File: config.mk
export PLATFORM = sky130hd
export DESIGN_NAME = timer_sched_ctrl
export DESIGN_NICKNAME = d
export VERILOG_FILES = /design/src/rtl/timer_sched_ctrl.sv
export SDC_FILE = /design/constraint.sdc
export NUM_CORES = 1
export LEC_CHECK = 0
export ABC_AREA = 0
export CAP_MARGIN = 20
export CORE_MARGIN = 4
export CORE_UTILIZATION = 29
export CTS_CLUSTER_SIZE = 24
export DETAILED_ROUTE_END_ITERATION = 6
export REMOVE_ABC_BUFFERS = 1
export SLEW_MARGIN = 10
export SYNTH_ARGS = -nofsm -noshare
export SYNTH_HDL_FRONTEND = slang
export SYNTH_SLANG_ARGS = --single-unit
File: constraint.sdc
create_clock -name sys_clk -period 4.76 [get_ports sys_clk]
set_input_delay 0.476 -clock sys_clk [delete_from_list [all_inputs] [get_ports sys_clk]]
set_output_delay 0.476 -clock sys_clk [all_outputs]
set_load 0.05 [all_outputs]
File: src/rtl/timer_sched_ctrl.sv
// Compare-schedule sequencer: walks a table of absolute match values, one entry per timer match-0 event.
// Optional serviced-event counter is built only when TMR_SCHED_EVT_CNT_EN is defined.
module timer_sched_ctrl #(
    parameter int DATA_WIDTH = 32,
    parameter int N          = 32,
    parameter int DEPTH      = 8,
    localparam int IW        = $clog2(DEPTH)
) (
    input  logic          sys_clk,
    input  logic          sys_rst,
    input  logic          cfg_wr_en,
    input  logic [IW-1:0] cfg_wr_idx,
    input  logic [N-1:0]  cfg_wr_data,
    input  logic [IW-1:0] cfg_last_idx,
    input  logic          cfg_loop,
    input  logic          cmd_go,
    input  logic          cmd_abort,
    input  logic          tmr_match0_event,
    input  logic          tmr_ovf_event,
    output logic          tmr_rst,
    output logic          tmr_start,
    output logic          tmr_stop,
    output logic [N-1:0]  tmr_match_val0,
    output logic          tmr_match0_en,
    output logic          evt_out,
    output logic          done,
    output logic          err_ovf,
    output logic          busy,
    output logic [IW-1:0] seq_idx,
    output logic [N-1:0]  evt_cnt
);

    if (DATA_WIDTH < 1 || DEPTH < 2 || (DEPTH & (DEPTH - 1)) != 0) begin : g_param_chk
        $error("timer_sched_ctrl: DEPTH must be a power of two >= 2 and DATA_WIDTH >= 1");
    end

    typedef enum logic [1:0] {
        IDLE = 2'd0,
        ARM  = 2'd1,
        RUN  = 2'd2
    } state_e;

    state_e        state_q, state_d;
    logic [IW-1:0] seq_idx_q, seq_idx_d;
    logic [N-1:0]  match_val_q, match_val_d;
    logic          tmr_rst_q, tmr_rst_d;
    logic          tmr_start_q, tmr_start_d;
    logic          tmr_stop_q, tmr_stop_d;
    logic          evt_q, evt_d;
    logic          done_q, done_d;
    logic          err_q, err_d;
    logic [N-1:0]  table_q [DEPTH];
    logic [IW-1:0] idx_inc;

    assign idx_inc = seq_idx_q + IW'(1);

    // Table is only writable while idle so a running schedule never sees a torn entry.
    always_ff @(posedge sys_clk) begin
        if (!sys_rst && cfg_wr_en && state_q == IDLE) begin
            table_q[cfg_wr_idx] <= cfg_wr_data;
        end
    end

    always_comb begin
        state_d     = state_q;
        seq_idx_d   = seq_idx_q;
        match_val_d = match_val_q;
        tmr_rst_d   = 1'b0;
        tmr_start_d = 1'b0;
        tmr_stop_d  = 1'b0;
        evt_d       = 1'b0;
        done_d      = 1'b0;
        err_d       = 1'b0;
        case (state_q)
            IDLE: begin
                if (cmd_go) begin
                    state_d     = ARM;
                    seq_idx_d   = '0;
                    match_val_d = table_q[0];
                    tmr_rst_d   = 1'b1;
                end
            end
            ARM: begin
                if (cmd_abort) begin
                    state_d    = IDLE;
                    tmr_stop_d = 1'b1;
                end else begin
                    state_d     = RUN;
                    tmr_start_d = 1'b1;
                end
            end
            RUN: begin
                if (cmd_abort) begin
                    state_d    = IDLE;
                    tmr_stop_d = 1'b1;
                end else if (tmr_ovf_event) begin
                    state_d    = IDLE;
                    tmr_stop_d = 1'b1;
                    err_d      = 1'b1;
                end else if (tmr_match0_event) begin
                    evt_d = 1'b1;
                    // An index already past a live-lowered last entry is treated as the end.
                    if (seq_idx_q < cfg_last_idx) begin
                        seq_idx_d   = idx_inc;
                        match_val_d = table_q[idx_inc];
                    end else if (cfg_loop) begin
                        seq_idx_d   = '0;
                        match_val_d = table_q[0];
                        tmr_rst_d   = 1'b1;
                    end else begin
                        state_d    = IDLE;
                        tmr_stop_d = 1'b1;
                        done_d     = 1'b1;
                    end
                end
            end
            default: state_d = IDLE;
        endcase
    end

    always_ff @(posedge sys_clk) begin
        if (sys_rst) begin
            state_q     <= IDLE;
            seq_idx_q   <= '0;
            match_val_q <= '0;
            tmr_rst_q   <= 1'b0;
            tmr_start_q <= 1'b0;
            tmr_stop_q  <= 1'b0;
            evt_q       <= 1'b0;
            done_q      <= 1'b0;
            err_q       <= 1'b0;
        end else begin
            state_q     <= state_d;
            seq_idx_q   <= seq_idx_d;
            match_val_q <= match_val_d;
            tmr_rst_q   <= tmr_rst_d;
            tmr_start_q <= tmr_start_d;
            tmr_stop_q  <= tmr_stop_d;
            evt_q       <= evt_d;
            done_q      <= done_d;
            err_q       <= err_d;
        end
    end

`ifdef TMR_SCHED_EVT_CNT_EN
    logic [N-1:0] evt_cnt_q, evt_cnt_d;

    // Counts in step with evt_out so the final event of a one-shot lands before IDLE holds it.
    always_comb begin
        evt_cnt_d = evt_cnt_q;
        if (state_q == IDLE && cmd_go) begin
            evt_cnt_d = '0;
        end else if (evt_d && evt_cnt_q != '1) begin
            evt_cnt_d = evt_cnt_q + N'(1);
        end
    end

    always_ff @(posedge sys_clk) begin
        if (sys_rst) begin
            evt_cnt_q <= '0;
        end else begin
            evt_cnt_q <= evt_cnt_d;
        end
    end

    assign evt_cnt = evt_cnt_q;
`else
    assign evt_cnt = '0;
`endif

    assign busy           = (state_q != IDLE);
    assign tmr_match0_en  = (state_q != IDLE);
    assign tmr_rst        = tmr_rst_q;
    assign tmr_start      = tmr_start_q;
    assign tmr_stop       = tmr_stop_q;
    assign tmr_match_val0 = match_val_q;
    assign evt_out        = evt_q;
    assign done           = done_q;
    assign err_ovf        = err_q;
    assign seq_idx        = seq_idx_q;

endmodule

==> metrics.txt <==
# TYPE chip_impl_metric gauge
chip_impl_metric{name="routed_wirelength",unit="µm"} 24900
chip_impl_metric{name="power.combinational.fraction",unit="%"} 7.7
chip_impl_info{name="tritoncts_clock_tree",value="yes"} 1
chip_impl_metric{name="synth_area",unit="µm²"} 11700
chip_impl_metric{name="cts-htree-levels",unit=""} 1
chip_impl_metric{name="grt_pass1_vias",unit=""} 6159
chip_impl_metric{name="slew_margin_rel",unit="%"} 31.5
chip_impl_metric{name="die_y",unit="µm"} 208
chip_impl_metric{name="holdBufCountCts",unit=""} 0
chip_impl_metric{name="synth-edff-count",unit=""} 256
chip_impl_metric{name="power.sequential.fraction",unit="%"} 51.8
chip_impl_metric{name="postCtsResizedCells",unit=""} 0
chip_impl_metric{name="final.min_clock_period",unit="ns"} 3.15
chip_impl_metric{name="routed_wire_length_per_instance",unit="µm"} 19.4
chip_impl_metric{name="synth_cell_type_count",unit=""} 43
chip_impl_metric{name="layout.area.seq",unit="µm²"} 8550
chip_impl_metric{name="num_io_pins",unit=""} 121
chip_impl_metric{name="worst-slew-pin-transition",unit="ns"} 1.03
chip_impl_metric{name="report.final.setup_viol",unit=""} 0
chip_impl_metric{name="numPlacedInstances",unit=""} 1223
chip_impl_metric{name="vias",unit=""} 6034
chip_impl_metric{name="synth_register_bits",unit=""} 299
chip_impl_info{name="status",value="complete, no violations"} 1
chip_impl_metric{name="p_int",unit="mW"} 4.38
chip_impl_metric{name="layout.filler_cells",unit=""} 3711
chip_impl_metric{name="postSynth.asyncResetShare",unit="%"} 0
chip_impl_metric{name="cpPeakStageDelay",unit="ns"} 0.94
chip_impl_metric{name="synth_sequential_area_ratio",unit="%"} 73.4
chip_impl_metric{name="worst-path-buf-inv",unit=""} 2
chip_impl_metric{name="clkSlewWorstSetupHoldPaths",unit="ns"} 0.06
chip_impl_metric{name="cts-buffers-inserted",unit=""} 29
chip_impl_info{name="worst_path_max_delay_cell",value="sky130_fd_sc_hd__clkdlybuf4s50_1"} 1
chip_impl_metric{name="core_area",unit="µm²"} 39700
chip_impl_metric{name="clock_power_share",unit="%"} 40.5
chip_impl_metric{name="drt-vias-per-instance",unit=""} 4.71
chip_impl_metric{name="fp-row-count",unit=""} 73
chip_impl_metric{name="grt_first_pass_wirelength",unit="µm"} 38100
chip_impl_metric{name="smallest_setup_slack_after_layout",unit="ns"} 1.61
chip_impl_info{name="unrepaired_setup_endpoints_after_global_routing",value="no"} 1
chip_impl_metric{name="power_leakage",unit="nW"} 4.48
chip_impl_metric{name="grt_remaining_overflow",unit=""} 0
chip_impl_metric{name="layout-area-overhead-vs-synth",unit="%"} 21.2
chip_impl_info{name="worst_setup_path_start_kind",value="flop"} 1
chip_impl_metric{name="data_required_critical_path",unit="ns"} 4.28
chip_impl_metric{name="die_area",unit="µm²"} 43400
chip_impl_metric{name="gp_routability_congestion",unit=""} 0.724
chip_impl_metric{name="remaining_drc_errors",unit=""} 0
chip_impl_metric{name="slew_violations",unit=""} 0
chip_impl_metric{name="worst_clock_skew",unit="ns"} 0.00681
chip_impl_metric{name="irDropWorstVdd",unit="mV"} 0.274
chip_impl_metric{name="p_switching",unit="mW"} 1.26
chip_impl_metric{name="post_synth_inst_count",unit=""} 633
chip_impl_metric{name="multiInputGateArea",unit="µm²"} 2870
chip_impl_metric{name="worst_ep_arrival_time",unit="ns"} 2.67
chip_impl_info{name="holdCritPathClass",value="flop to flop"} 1
chip_impl_metric{name="clock.fmax",unit="MHz"} 318
chip_impl_metric{name="nets",unit=""} 785
chip_impl_metric{name="cts.sinks",unit=""} 299
chip_impl_metric{name="switching_share",unit="%"} 22.3
chip_impl_metric{name="drt-initial-drc-count",unit=""} 517
chip_impl_metric{name="count_of_tritonroute_iterations_in_the_first_routing_pass",unit=""} 5
chip_impl_metric{name="post-place-ws",unit="ns"} 1.49
chip_impl_metric{name="ant_nets",unit=""} 0
chip_impl_metric{name="detailedPlacementHpwl",unit="µm"} 14700
chip_impl_metric{name="critPathMaxFanout",unit=""} 34
chip_impl_info{name="crit_type",value="flop to primary output"} 1
chip_impl_info{name="kind_of_end_point_of_the_critical_path",value="primary output"} 1
chip_impl_metric{name="port_buffers",unit=""} 88
chip_impl_metric{name="finalHoldViolCount",unit=""} 0
chip_impl_metric{name="synth-warning-count",unit=""} 0
chip_impl_metric{name="die_width",unit="µm"} 208
chip_impl_metric{name="track_usage",unit="%"} 11.2
chip_impl_metric{name="grt_max_degree",unit=""} 66
chip_impl_info{name="clk_root_buffer_cell",value="sky130_fd_sc_hd__clkbuf_16"} 1
chip_impl_metric{name="ratio_of_total_power_to_cell_area",unit="nW/µm²"} 399
chip_impl_metric{name="syn_area_cell",unit="µm²"} 18.4
chip_impl_metric{name="postCtsSetupRepairBufs",unit=""} 0
chip_impl_metric{name="cts_max_path_buffers",unit=""} 3
chip_impl_info{name="path_cells",value="buf_4 > clkdlybuf4s50_1"} 1
chip_impl_info{name="cp_top_family",value="buffers and inverters"} 1
chip_impl_metric{name="antenna_violations_before_repair",unit=""} 1
chip_impl_metric{name="layout.cells.non_filler",unit=""} 1281
chip_impl_metric{name="starting_density_of_the_core",unit="%"} 29.3
chip_impl_metric{name="final.period_utilization",unit="%"} 66.1
chip_impl_info{name="ys.flop_type",value="sky130_fd_sc_hd__edfxtp_1"} 1
chip_impl_metric{name="antenna-diode-count",unit=""} 0
chip_impl_metric{name="clock_insertion_delay_worst_skew",unit="ns"} 0.54
chip_impl_metric{name="max_cap_violations",unit=""} 0
chip_impl_metric{name="post_route_cells_drive_above_1_share",unit="%"} 18.7
## cells in the final DEF (no fill, tap or decap), drive strengths merged, types with 2 or more instances in the layout
master / n
a21o: 2
nor3: 5
mux4: 64
nand2: 69
clkdlybuf4s50: 88
a221o: 32
a31oi: 2
edfxtp: 256
buf: 15
a22oi: 2
bufinv: 3
conb: 32
clkbuf: 41
inv: 10
nand4: 2
clkinv: 8
nor2: 11
nand2b: 4
nand3b: 2
dfxtp: 43
a21oi: 37
ha: 6
a2111oi: 3
## stage by stage
stage	power [mW]	hold WS [ns]	area, µm²	TNS (ns)	utilization, %
after floorplan	3.24	0.468	11300	-31.28	-
after global placement	3.41	0.475	13100	0	32.9
after detailed placement	3.42	0.475	13100	0	32.9
after CTS	5.70	0.493	14000	0	35.3
after global routing	5.83	0.507	14100	0	35.5
final	5.64	0.491	14100	0	35.5
## state kept, by name (all words and copies together) (netlist names)
register        count
tmr_rst             1
tmr_match_val0     32
tmr_stop            1
state_q             2
done                1
tmr_start           1
seq_idx             3
evt_out             1
table_q           256
err_ovf             1
## metal layers
| layer | up-vias | global-route usage (%) | part of all wire, % |
|---|---|---|---|
| met4 | 2 | 1.99 | 1.7 |
| met2 | 188 | 18.6 | 48 |
| met1 | 3140 | 15.6 | 45 |
| met5 | - | 0 | 0.052 |
| li1 | 2673 | - | - |
| met3 | 31 | 2.07 | 5.4 |
## power by group through the flow
| stage | Sequential (mW) | Clock (mW) | Combinational (mW) |
|---|---|---|---|
| after detailed placement | 2.98 | 0 | 0.439 |
| after global placement | 2.98 | 0 | 0.435 |
| after CTS | 2.92 | 2.33 | 0.440 |
| after global routing | 2.93 | 2.45 | 0.460 |
| after floorplan | 3.07 | 0 | 0.163 |
| final | 2.92 | 2.28 | 0.435 |
## cell type report
type,count,area share (%)
Tap cell,525,4.65
Sequential cell,299,60.6
Clock inverter,13,1.01
Clock buffer,41,5.74
Multi-Input combinational cell,291,20.3
Inverter,9,0.239
Timing Repair Buffer,103,7.50
## cell usage after synthesis (2+ instances only)
master | number | share of area (%)
sky130_fd_sc_hd__a21o_1 | 2 | 0.13
sky130_fd_sc_hd__a21oi_1 | 37 | 1.6
sky130_fd_sc_hd__a221o_1 | 32 | 2.7
sky130_fd_sc_hd__a22oi_1 | 2 | 0.13
sky130_fd_sc_hd__a31oi_1 | 2 | 0.11
sky130_fd_sc_hd__buf_1 | 2 | 0.064
sky130_fd_sc_hd__buf_2 | 9 | 0.39
sky130_fd_sc_hd__buf_4 | 36 | 2.3
sky130_fd_sc_hd__buf_6 | 4 | 0.39
sky130_fd_sc_hd__clkbuf_1 | 14 | 0.45
sky130_fd_sc_hd__dfxtp_1 | 43 | 7.4
sky130_fd_sc_hd__edfxtp_1 | 256 | 66
sky130_fd_sc_hd__ha_1 | 6 | 0.64
sky130_fd_sc_hd__inv_1 | 9 | 0.29
sky130_fd_sc_hd__mux4_2 | 64 | 12
sky130_fd_sc_hd__nand2_1 | 69 | 2.2
sky130_fd_sc_hd__nand2b_1 | 4 | 0.21
sky130_fd_sc_hd__nand3b_1 | 2 | 0.13
sky130_fd_sc_hd__nand4_1 | 2 | 0.11
sky130_fd_sc_hd__nor2_1 | 11 | 0.35
sky130_fd_sc_hd__nor3_1 | 5 | 0.21
## kinds of logic (layout without fill, tap and decap cells)
family / Yosys count / count (layout) / synth area share, %
adder cells (fa/ha/maj): 6 / 6 / 0.644
XOR/XNOR: 2 / 2 / 0.150
multiplexers: 66 / 66 / 12.6
flip-flops: 299 / 299 / 73.4
buffers and inverters: 74 / 166 / 3.90
AO/OA/AOI/OAI: 84 / 84 / 5.58
other: 1 / 32 / 0.0322
AND/OR/NAND/NOR: 101 / 101 / 3.77
## path summary, 6_finish.rpt
kind / startpoint / to / slack, ns / cells after the start
hold / removal: tmr_match_val0[16]$_SDFFE_PP0P_ / tmr_match_val0[16]$_SDFFE_PP0P_ / 0.49 / 1
hold reg to reg: tmr_match_val0[16]$_SDFFE_PP0P_ / tmr_match_val0[16]$_SDFFE_PP0P_ / 0.49 / 1
setup reg to reg: seq_idx[2]$_SDFFE_PP0P_ / tmr_match_val0[9]$_SDFFE_PP0P_ / 1.95 / 6
setup / recovery: seq_idx[0]$_SDFFE_PP0P_ / seq_idx[0] / 1.61 / 2
Note: power is estimated with default switching activity, not from simulation.
